## src/rtl/wave_capture_if.sv

```systemverilog
// rtl/wave_capture_if.sv - sample strobe input and capture RAM write port bundle
interface wave_capture_if #(
  parameter int ADDR_W = 8
);
  logic              new_sample_ready;
  logic [15:0]       new_sample_in;
  logic              wave_display_idle;
  logic [ADDR_W:0]   write_address;
  logic              write_enable;
  logic [7:0]        write_sample;
  logic              read_index;

  modport master (
    output new_sample_ready, new_sample_in, wave_display_idle,
    input  write_address, write_enable, write_sample, read_index
  );

  modport slave (
    input  new_sample_ready, new_sample_in, wave_display_idle,
    output write_address, write_enable, write_sample, read_index
  );
endinterface

```

## src/rtl/wave_capture.sv

```systemverilog
// rtl/wave_capture.sv - rising-zero-crossing triggered waveform capture into a double-buffered RAM
module wave_capture #(
  parameter int ADDR_W = 8
) (
  input  logic          clk,
  input  logic          reset,
  wave_capture_if.slave bus
);

  typedef enum logic [1:0] {
    ST_ARMED  = 2'd0,
    ST_ACTIVE = 2'd1,
    ST_WAIT   = 2'd2
  } state_t;

  localparam logic [ADDR_W-1:0] LAST_COUNT = '1;
  localparam logic [ADDR_W-1:0] ONE_COUNT  = {{(ADDR_W-1){1'b0}}, 1'b1};

  state_t            r_state;
  state_t            w_state_next;
  logic [ADDR_W-1:0] r_count;
  logic [ADDR_W-1:0] w_count_next;
  logic [15:0]       r_prev_sample;
  logic              r_read_index;
  logic              r_write_enable;
  logic [ADDR_W:0]   r_write_address;
  logic [7:0]        r_write_sample;
  logic              w_trigger;
  logic              w_accept;
  logic              w_toggle;

  assign w_trigger = bus.new_sample_ready
                   && ($signed(r_prev_sample) < 16'sd0)
                   && ($signed(bus.new_sample_in) >= 16'sd0);

  always_ff @(posedge clk or negedge reset) begin
    if (!reset) begin
      r_state <= ST_ARMED;
    end else begin
      r_state <= w_state_next;
    end
  end

  always_comb begin
    w_state_next = r_state;
    unique case (r_state)
      ST_ARMED:  if (w_trigger) w_state_next = ST_ACTIVE;
      ST_ACTIVE: if (bus.new_sample_ready && (r_count == LAST_COUNT)) w_state_next = ST_WAIT;
      ST_WAIT:   if (bus.wave_display_idle) w_state_next = ST_ARMED;
      default:   w_state_next = ST_ARMED;
    endcase
  end

  // Count is always zero while armed, so the trigger write lands at the start of the half.
  always_comb begin
    w_accept     = 1'b0;
    w_toggle     = 1'b0;
    w_count_next = r_count;
    unique case (r_state)
      ST_ARMED: begin
        if (w_trigger) begin
          w_accept     = 1'b1;
          w_count_next = ONE_COUNT;
        end
      end
      ST_ACTIVE: begin
        if (bus.new_sample_ready) begin
          w_accept     = 1'b1;
          w_count_next = r_count + ONE_COUNT;
        end
      end
      ST_WAIT: begin
        w_toggle = bus.wave_display_idle;
      end
      default: begin
        w_count_next = '0;
      end
    endcase
  end

  always_ff @(posedge clk or negedge reset) begin
    if (!reset) begin
      r_count         <= '0;
      r_prev_sample   <= '0;
      r_read_index    <= 1'b0;
      r_write_enable  <= 1'b0;
      r_write_address <= '0;
      r_write_sample  <= '0;
    end else begin
      r_count        <= w_count_next;
      r_write_enable <= w_accept;
      if (bus.new_sample_ready) begin
        r_prev_sample <= bus.new_sample_in;
      end
      if (w_accept) begin
        r_write_address <= {~r_read_index, r_count};
        r_write_sample  <= {~bus.new_sample_in[15], bus.new_sample_in[14:8]};
      end
      if (w_toggle) begin
        r_read_index <= ~r_read_index;
      end
    end
  end

  assign bus.write_enable  = r_write_enable;
  assign bus.write_address = r_write_address;
  assign bus.write_sample  = r_write_sample;
  assign bus.read_index    = r_read_index;

endmodule

```

## src/flat_wrapper.sv

```systemverilog
// flat-port wrapper written by rule: the top's interface ports become plain ports
module wave_capture_flat 
#(
  parameter int ADDR_W = 8
)
  (clk, reset, bus_new_sample_ready, bus_new_sample_in, bus_wave_display_idle, bus_write_address, bus_write_enable, bus_write_sample, bus_read_index);
  wave_capture_if #(.ADDR_W(ADDR_W)) bus_i ();
  input  logic clk;
  input  logic reset;
  input wire logic [$bits(bus_i.new_sample_ready)-1:0] bus_new_sample_ready;
  input wire logic [$bits(bus_i.new_sample_in)-1:0] bus_new_sample_in;
  input wire logic [$bits(bus_i.wave_display_idle)-1:0] bus_wave_display_idle;
  output wire logic [$bits(bus_i.write_address)-1:0] bus_write_address;
  output wire logic [$bits(bus_i.write_enable)-1:0] bus_write_enable;
  output wire logic [$bits(bus_i.write_sample)-1:0] bus_write_sample;
  output wire logic [$bits(bus_i.read_index)-1:0] bus_read_index;
  assign bus_i.new_sample_ready = bus_new_sample_ready;
  assign bus_i.new_sample_in = bus_new_sample_in;
  assign bus_i.wave_display_idle = bus_wave_display_idle;
  assign bus_write_address = bus_i.write_address;
  assign bus_write_enable = bus_i.write_enable;
  assign bus_write_sample = bus_i.write_sample;
  assign bus_read_index = bus_i.read_index;
  wave_capture #(.ADDR_W(ADDR_W)) u_core (.clk(clk), .reset(reset), .bus(bus_i));
endmodule
```

## config.mk

```make
export PLATFORM = sky130hd
export DESIGN_NAME = wave_capture_flat
export DESIGN_NICKNAME = d
export VERILOG_FILES = /design/src/rtl/wave_capture_if.sv /design/src/rtl/wave_capture.sv /design/src/flat_wrapper.sv
export SDC_FILE = /design/constraint.sdc
export NUM_CORES = 1
export LEC_CHECK = 0
export ABC_AREA = 1
export CAP_MARGIN = 20
export CORE_MARGIN = 3
export CORE_UTILIZATION = 41
export DETAILED_ROUTE_END_ITERATION = 16
export HOLD_SLACK_MARGIN = 0.1
export PLACE_DENSITY = 0.74
export SYNTH_ARGS = -nofsm -noshare
export SYNTH_HDL_FRONTEND = slang
export SYNTH_SLANG_ARGS = --single-unit
export TNS_END_PERCENT = 10
```

## constraint.sdc

```tcl
create_clock -name clk -period 3.24 [get_ports clk]
set_input_delay 0.324 -clock clk [delete_from_list [all_inputs] [get_ports clk]]
set_output_delay 0.324 -clock clk [all_outputs]
set_load 0.1 [all_outputs]
```

* Yosys cells after proc, flatten, opt, wreduce, memory -nomap -nowiden
Index checks and enable logic that the tools add are counted.
** Operators by class
- Add/sub/neg operators :: 1
- $lt $le $gt $ge :: 2
- Eq/ne operators :: 7
- Multiplexer cells :: 11
- Bitwise logic cells :: 3
- Reduce and logical (&&, ||, !) cells :: 6
** Operators by type and width (number)
- 8-bit one-hot mux with 3 select lines :: 1
- 16-bit by 1-bit greater-or-equal comparator with 1-bit output, second input constant :: 1
- 16-bit by 1-bit < comparator with 1-bit output, second input constant :: 1
- 8-bit 2-to-1 mux :: 2
- 8-bit by 1-bit adder with 8-bit output, second input constant :: 1
- 8-bit == test, second input constant :: 1
- 2-bit 2-to-1 mux :: 3
- 2-bit one-hot mux with 3 select lines :: 1
- 3-bit AND reduction :: 2
- 2-bit by 1-bit != test with 1-bit output, second input constant :: 2
- 2-bit != test, second input constant :: 2
- 1-bit logical AND :: 3
- 1-bit 2-to-1 mux :: 3
- 1-bit NOT :: 3
- 2-bit by 1-bit == test with 1-bit output, second input constant :: 1
- 2-bit == test, second input constant :: 1
- 2-bit logical NOT :: 1
- 1-bit one-hot mux with 2 select lines :: 1
** Word-level totals
- Register bits after elaboration :: 45
- Input port bits :: 20
- Output and inout port bits :: 19
- Word-level logic and storage cells :: 37

* Longest topological paths before layout
Gate-level depths: netlist of the first run.
- Word-level depth :: 5
- Depth in mapped cells :: 8
- Gate-level depth less buffers :: 8

* Worst setup path after synthesis of the first run
No wires, ideal clock.
- Kind :: flip-flop to flip-flop
- Start :: register u_core.r_read_index (netlist: u_core.bus.read_index)
- End :: register u_core.r_read_index (netlist: u_core.bus.read_index)
- Setup time :: 0.126 ns
- Arrival time :: 1.237 ns
- Data required time :: 3.114 ns
- Path slack :: 1.877 ns
- Cell stages (with the launch flop) :: 3
- Path buffers :: 0
- Clock period less this slack :: 1.363 ns
- Cells stage by stage :: dfrtp_1 -> inv_1 -> xor2_1
** Between the ends
- Longest elaborated chain between the ends :: 1
** Ends and longest elaborated chain
- start, declared :: RTL line wave_capture.sv:24 : logic r_read_index;
- start signal, assigned :: RTL line wave_capture.sv:100 : r_read_index <= ~r_read_index;
- 1-bit NOT :: RTL line wave_capture.sv:100
Every way passes these cells.
A chain may end at the register's enable or synchronous reset.

* Worst setup path in the final report of the first run
- Start :: register u_core.r_write_sample[2] (netlist: u_core.bus.write_sample[2])
- End :: output bus_write_sample[2]
** RTL lines
- start, declared :: RTL line wave_capture.sv:27 : logic [7:0] r_write_sample;
- start signal, assigned :: RTL line wave_capture.sv:97 : r_write_sample <= {~bus.new_sample_in[15], bus.new_sample_in[14:8]};
- end, declared :: RTL line flat_wrapper.sv:15 : output wire logic [$bits(bus_i.write_sample)-1:0] bus_write_sample;
No word-level cell between the ends.

==> results of run 1 <==
-- placed cells by master (no fill, tap or decap) --
cell type and n:
nor2_1 9, nand2_2 2, clkbuf_8 1, nor2_4 1
a21oi_1 3, ha_1 1, o21ai_0 11, xor2_1 1
clkbuf_1 1, nand3b_1 1, clkdlybuf4s50_1 30, nand2_1 47
o21ai_4 1, clkbuf_4 5, nand3_1 12, o21a_1 1
dfrtp_1 30, clkinv_2 1, o21ai_2 12, buf_4 1
or2_2 1, inv_1 27, inv_2 3
-- per-stage QoR --
| step | utilization, % | hold slack, ns |
|---|---|---|
| after floorplan | - | 0.0284 |
| after global placement | 55.2 | 0.473 |
| after detailed placement | 55.2 | 0.478 |
| after CTS | 57.1 | 0.396 |
| after global routing | 57.1 | 0.402 |
| final | 57.1 | 0.381 |
-- per-layer routing --
metal  vias to the layer above  part of all wire (%)  GRT usage, %  wire length, µm
met4                         0                   2.4          7.92               65
met1                       493                    45          17.3             1240
met2                        21                    49          24.6             1340
li1                        589                     -             -                -
met3                         8                   3.1          4.16               84
met5                         -                     0             0                0
-- power by group --
group          switching, mW  total (mW)  leakage [nW]  internal (mW)
sequential            0.0608       0.501         0.366          0.441
clock                  0.121       0.226        0.0353          0.105
combinational          0.378       0.514         0.479          0.135
total                  0.560        1.24         0.880          0.681
-- sequential cells by signal, summed over array words and instances, names as in the netlist --
name,flops
u_core.bus.read_index,1
u_core.r_state,2
u_core.bus.write_address,9
u_core.bus.write_enable,1
u_core.bus.write_sample,8
u_core.r_prev_sample,1
u_core.r_count,8
-- cell families after synthesis --
group	Yosys count	synth area share, %
AOI/OAI and AO/OA	28	14.0
and+or+nand+nor	73	21.6
adders and majority gates	1	0.878
DFF	30	52.7
buffers and inverters	33	10.3
xor gates and xnor gates	1	0.615
-- how the worst max path moves through the flow --
| stage | slack (ns) | depth (start not counted) | startpoint | to |
|---|---|---|---|---|
| final | 1.07 | 1 | u_core.bus.write_sample[2] | bus_write_sample[2] |
| after global routing | 1.03 | 1 | u_core.bus.write_sample[1] | bus_write_sample[1] |
| after CTS | 1.07 | 1 | u_core.bus.write_sample[2] | bus_write_sample[2] |
| after detailed placement | 1.16 | 4 | bus_new_sample_ready | u_core.bus.write_sample[4] |
| after global placement | 1.23 | 4 | bus_new_sample_ready | u_core.bus.write_sample[5] |
| after floorplan | 1.88 | 2 | u_core.bus.read_index | u_core.bus.read_index |
-- layout make-up --
cell class              count  area share (%)
flip-flops and latches     30            41.4
inverters                  30            6.21
clock inverters             1           0.276
multi-input cells         103            29.1
clock buffers               7            3.03
repair buffers             31            17.0
well taps                  44            3.03
==> qor.csv, run 1 <==
metric;value;unit
finalSetupTns;0;ns
drv_cap;0;
buffer_ports.inserted;30;
slew_headroom;33.7;%
drc;0;
dp_hpwl;2.05;mm
row_count;20;
cpMaxStageDelayCell;clkdlybuf4s50_1;
critPathArrivalTime;1.84;ns
drv_slew;0;
vdd_drop_max;254;µV
rr_endpoint;u_core.bus.write_sample[4];
synthDistinctLibCells;18;
drive_gt1_share;13.9;%
syn_nets;187;
max_freq;461;MHz
cts_tree;done;
multi_input_area;528;µm²
layout.nets;222;
critPathBufInv;1;
area_growth;27.3;%
cts_hold_buf;0;
tightest_slew;0.991;ns
drt_iter0_markers;17;
die_width;65.0;µm
hold_viol;0;
finalWorstSetupSlack;1.07;ns
r2r_cells;4;
start_util;44.8;%
period_needed;2.17;ns
antenna_found_initial;0;
dp_cells;238;
via_count;1111;
outcome;completed;
setup-violations-final;0;
p_leak;0.880;nW
io_pins;39;
synthArstFlopShare;100;%
ys_ff_latch;30;
post_cts_buffers;0;
grt_pass1_wl;4.69;mm
synth_top_cell_area_share;52.7;%
synth.most_common_cell;nand2_1;
yosysWarnings;0;
syn_inst;166;
wl_per_cell;11.1;µm
cp_top_family;buffers and inverters;
h-tree-depth;2;
finalPower;1.24;mW
crit_fanout;2;
grt-ovfl-total;0;
clk_latency;0.32;ns
final_area;0.00181;mm²
antenna_cells;0;
p_per_area;684;mW/mm²
place_area;0.00175;mm²
crit_type;flip-flop to output pin;
die_h;65.0;µm
ctsResizeCount;0;
grt_pass1_vias;1079;
first_pass_iters;6;
register_area;751;µm²
routed_via_density;4.52;
synth_top_area_cell;dfrtp_1;
grt_start_max_net_pins;36;
gp_congestion;0.824;
hold_class;input port to asynchronous set/reset pin;
fin_crit_sh;66.9;%
postSynthAreaPerCell;8.59;µm²
clock_skew;0.00863;ns
fin_cells;246;
ctsRootBufferMaster;clkbuf_4;
cp_cell_sequence;clkdlybuf4s50_1;
clk_pin_slew_worst_paths;0.09;ns
fillers;299;
grt_setup_unrepaired;no;
synth_edf_count;0;
synth_ff_type;dfrtp_1;
r2r_start;u_core.r_state[1];
cts_buffers;5;
clock_path_buffers;2;
syn-cell-area;0.00143;mm²
yosysSeqAreaShare;52.7;%
clkSinkCount;30;
cpPeakStageDelay;1.15;ns
rrSetupSlack;1.38;ns
core_area;0.00318;mm²
crit_required;2.92;ns
start_kind;flip-flop;
yosys-top-cells-area;dfrtp_1 (53%), nand2_1 (12%), o21ai_2 (7.4%);
die_area;0.00422;mm²
wl;2.73;mm
endpoint_kind;output pin;
ys_top_cells_by_count;nand2_1 (47), dfrtp_1 (30), inv_1 (27);
drtAntennaViolNets;0;
pre_cts_slack;1.16;ns
track_usage;14.8;%
Note: power is estimated with default switching activity, not from simulation.
==> inputs of run 2 (changes only) <==
Settings changed: PLACE_DENSITY 0.74 to 0.76.
Clock period 3.24 ns to 1.9 ns, I/O delays scaled along.
==> qor.csv, run 2 (synthesis gave the netlist of run 1 again) <==
metric;value;unit;change
via_count;1129;;was 1111
h-tree-depth;2;;unchanged
dp_hpwl;1.83;mm;was 2.05 mm
finalWorstSetupSlack;0.344;ns;was 1.07 ns
largest_reg_flops;9;;unchanged
whs;0.244;ns;was 0.381 ns
clock_path_buffers;2;;unchanged
grt_start_max_net_pins;36;;unchanged
cts_hold_buf;0;;unchanged
final_common_cell;nand2_1;;unchanged
r2r_cells;5;;was 4
area_growth;26.2;%;was 27.3%
buffer_ports.inserted;30;;unchanged
max_freq;643;MHz;
slew_headroom;56.9;%;was 33.7%
finalPower;2.11;mW;was 1.24 mW
die_area;0.00422;mm²;unchanged
track_usage;14.7;%;was 14.8%
dp_cells;240;;was 238
die_width;65.0;µm;unchanged
clock_skew;0.00237;ns;was 0.00863 ns
critPathArrivalTime;1.81;ns;was 1.84 ns
rrSetupSlack;0.34;ns;was 1.38 ns
final_area;0.00180;mm²;was 0.00181 mm²
r2r_start;u_core.r_state[1];;unchanged
cts_buffers;5;;unchanged
fillers;291;;was 299
tightest_slew;0.644;ns;was 0.991 ns
start_kind;flip-flop;;unchanged
pre_cts_slack;-0.0370;ns;was 1.16 ns
drive_gt1_share;24.4;%;was 13.9%
grt_pass1_vias;1074;;was 1079
place_area;0.00172;mm²;was 0.00175 mm²
final_core_util;56.6;%;was 57.1%
clkSinkCount;30;;unchanged
crit_fanout;17;;was 2
grt_pass1_wl;4.61;mm;was 4.69 mm
grt-ovfl-total;0;;unchanged
grt_setup_unrepaired;no;;unchanged
crit_required;2.16;ns;was 2.92 ns
period_needed;1.56;ns;
wl_met3;205;µm;was 84 µm
outcome;completed;;unchanged
endpoint_kind;flip-flop;;was output pin
wl_met1;1.30;mm;was 1.24 mm
hold_class;input port to asynchronous set/reset pin;;unchanged
drtAntennaViolNets;0;;unchanged
cts_tree;done;;unchanged
vdd_drop_max;377;µV;was 254 µV
core_area;0.00318;mm²;unchanged
drv_cap;0;;unchanged
row_count;20;;unchanged
fin_crit_sh;81.9;%;
layout.nets;225;;was 222
fin_cells;249;;was 246
p_leak;0.916;nW;was 0.880 nW
wl;2.74;mm;was 2.73 mm
drv_slew;0;;unchanged
antenna_cells;0;;unchanged
drc;0;;unchanged
clk_pin_slew_worst_paths;0.09;ns;about the same
start_util;44.8;%;unchanged
crit_type;flip-flop to flip-flop;;was flip-flop to output pin
antenna_found_initial;0;;unchanged
setup-violations-final;0;;unchanged
topRoutingLayerUsed;met4;;unchanged
clk_latency;0.32;ns;about the same
drt_iter0_markers;44;;was 17
final_cell_mix;nand2_1 (47), dfrtp_1 (30), inv_1 (27);;was nand2_1 (47), clkdlybuf4s50_1 (30), dfrtp_1 (30)
die_h;65.0;µm;unchanged
io_pins;39;;unchanged
hold_viol;0;;unchanged
first_pass_iters;4;;was 6
routed_via_density;4.53;;was 4.52
wl_per_cell;11.0;µm;was 11.1 µm
gp_congestion;0.758;;was 0.824
ctsRootBufferMaster;clkbuf_4;;unchanged
rr_endpoint;u_core.bus.write_address[0];;was u_core.bus.write_sample[4]
p_per_area;1170;mW/mm²;was 684 mW/mm²
wl_met2;1.18;mm;was 1.34 mm
finalSetupTns;0;ns;unchanged
## run 2: final cells by class
cell class | count | area, µm² | share of cell area (%)
Multi-Input combinational cell | 104 | 544 | 30.3
Clock inverter | 1 | 5.00 | 0.278
Timing Repair Buffer | 33 | 275 | 15.3
Clock buffer | 7 | 55.1 | 3.06
Sequential cell | 30 | 751 | 41.8
Inverter | 30 | 113 | 6.26
Tap cell | 44 | 55.1 | 3.06
## run 2: report_power, final
part           internal [mW]  leakage, nW  total [mW]  switching [mW]
sequential             0.751        0.366       0.860           0.109
clock                  0.179       0.0353       0.400           0.221
combinational          0.210        0.515       0.852           0.642
total                   1.14        0.916        2.11           0.972
## run 2: worst max path at each step
stage,from,endpoint,cells after the start,slack [ns]
after floorplan,u_core.bus.read_index,u_core.bus.read_index,2,0.54
after global placement,bus_new_sample_ready,u_core.bus.write_sample[6],4,0.01
after detailed placement,bus_new_sample_ready,u_core.bus.write_sample[6],4,-0.04
after CTS,u_core.r_state[1],u_core.bus.write_sample[6],4,0.11
after global routing,u_core.r_state[1],u_core.bus.write_sample[7],5,0.23
final,u_core.r_state[1],u_core.bus.write_address[0],5,0.34
## run 2: per-layer routing
metal,track usage (%),vias to the layer above
met5,0,-
li1,-,586
met4,6.33,0
met1,18.3,511
met2,21.3,27
met3,7.28,5
## run 2: critical path: stages (launching register included)
cell,delay (ns)
dfrtp_1,0.47
nor2_4,0.15
inv_2,0.09
o21ai_4,0.55
nand2_1,0.14
o21ai_2,0.08
## run 2: repair_timing
| item | CTS | global route |
|---|---|---|
| gates resized for setup | 0 | 1 |
| buffers inserted | 0 | 0 |
| setup endpoints to repair | 0 | 13 |
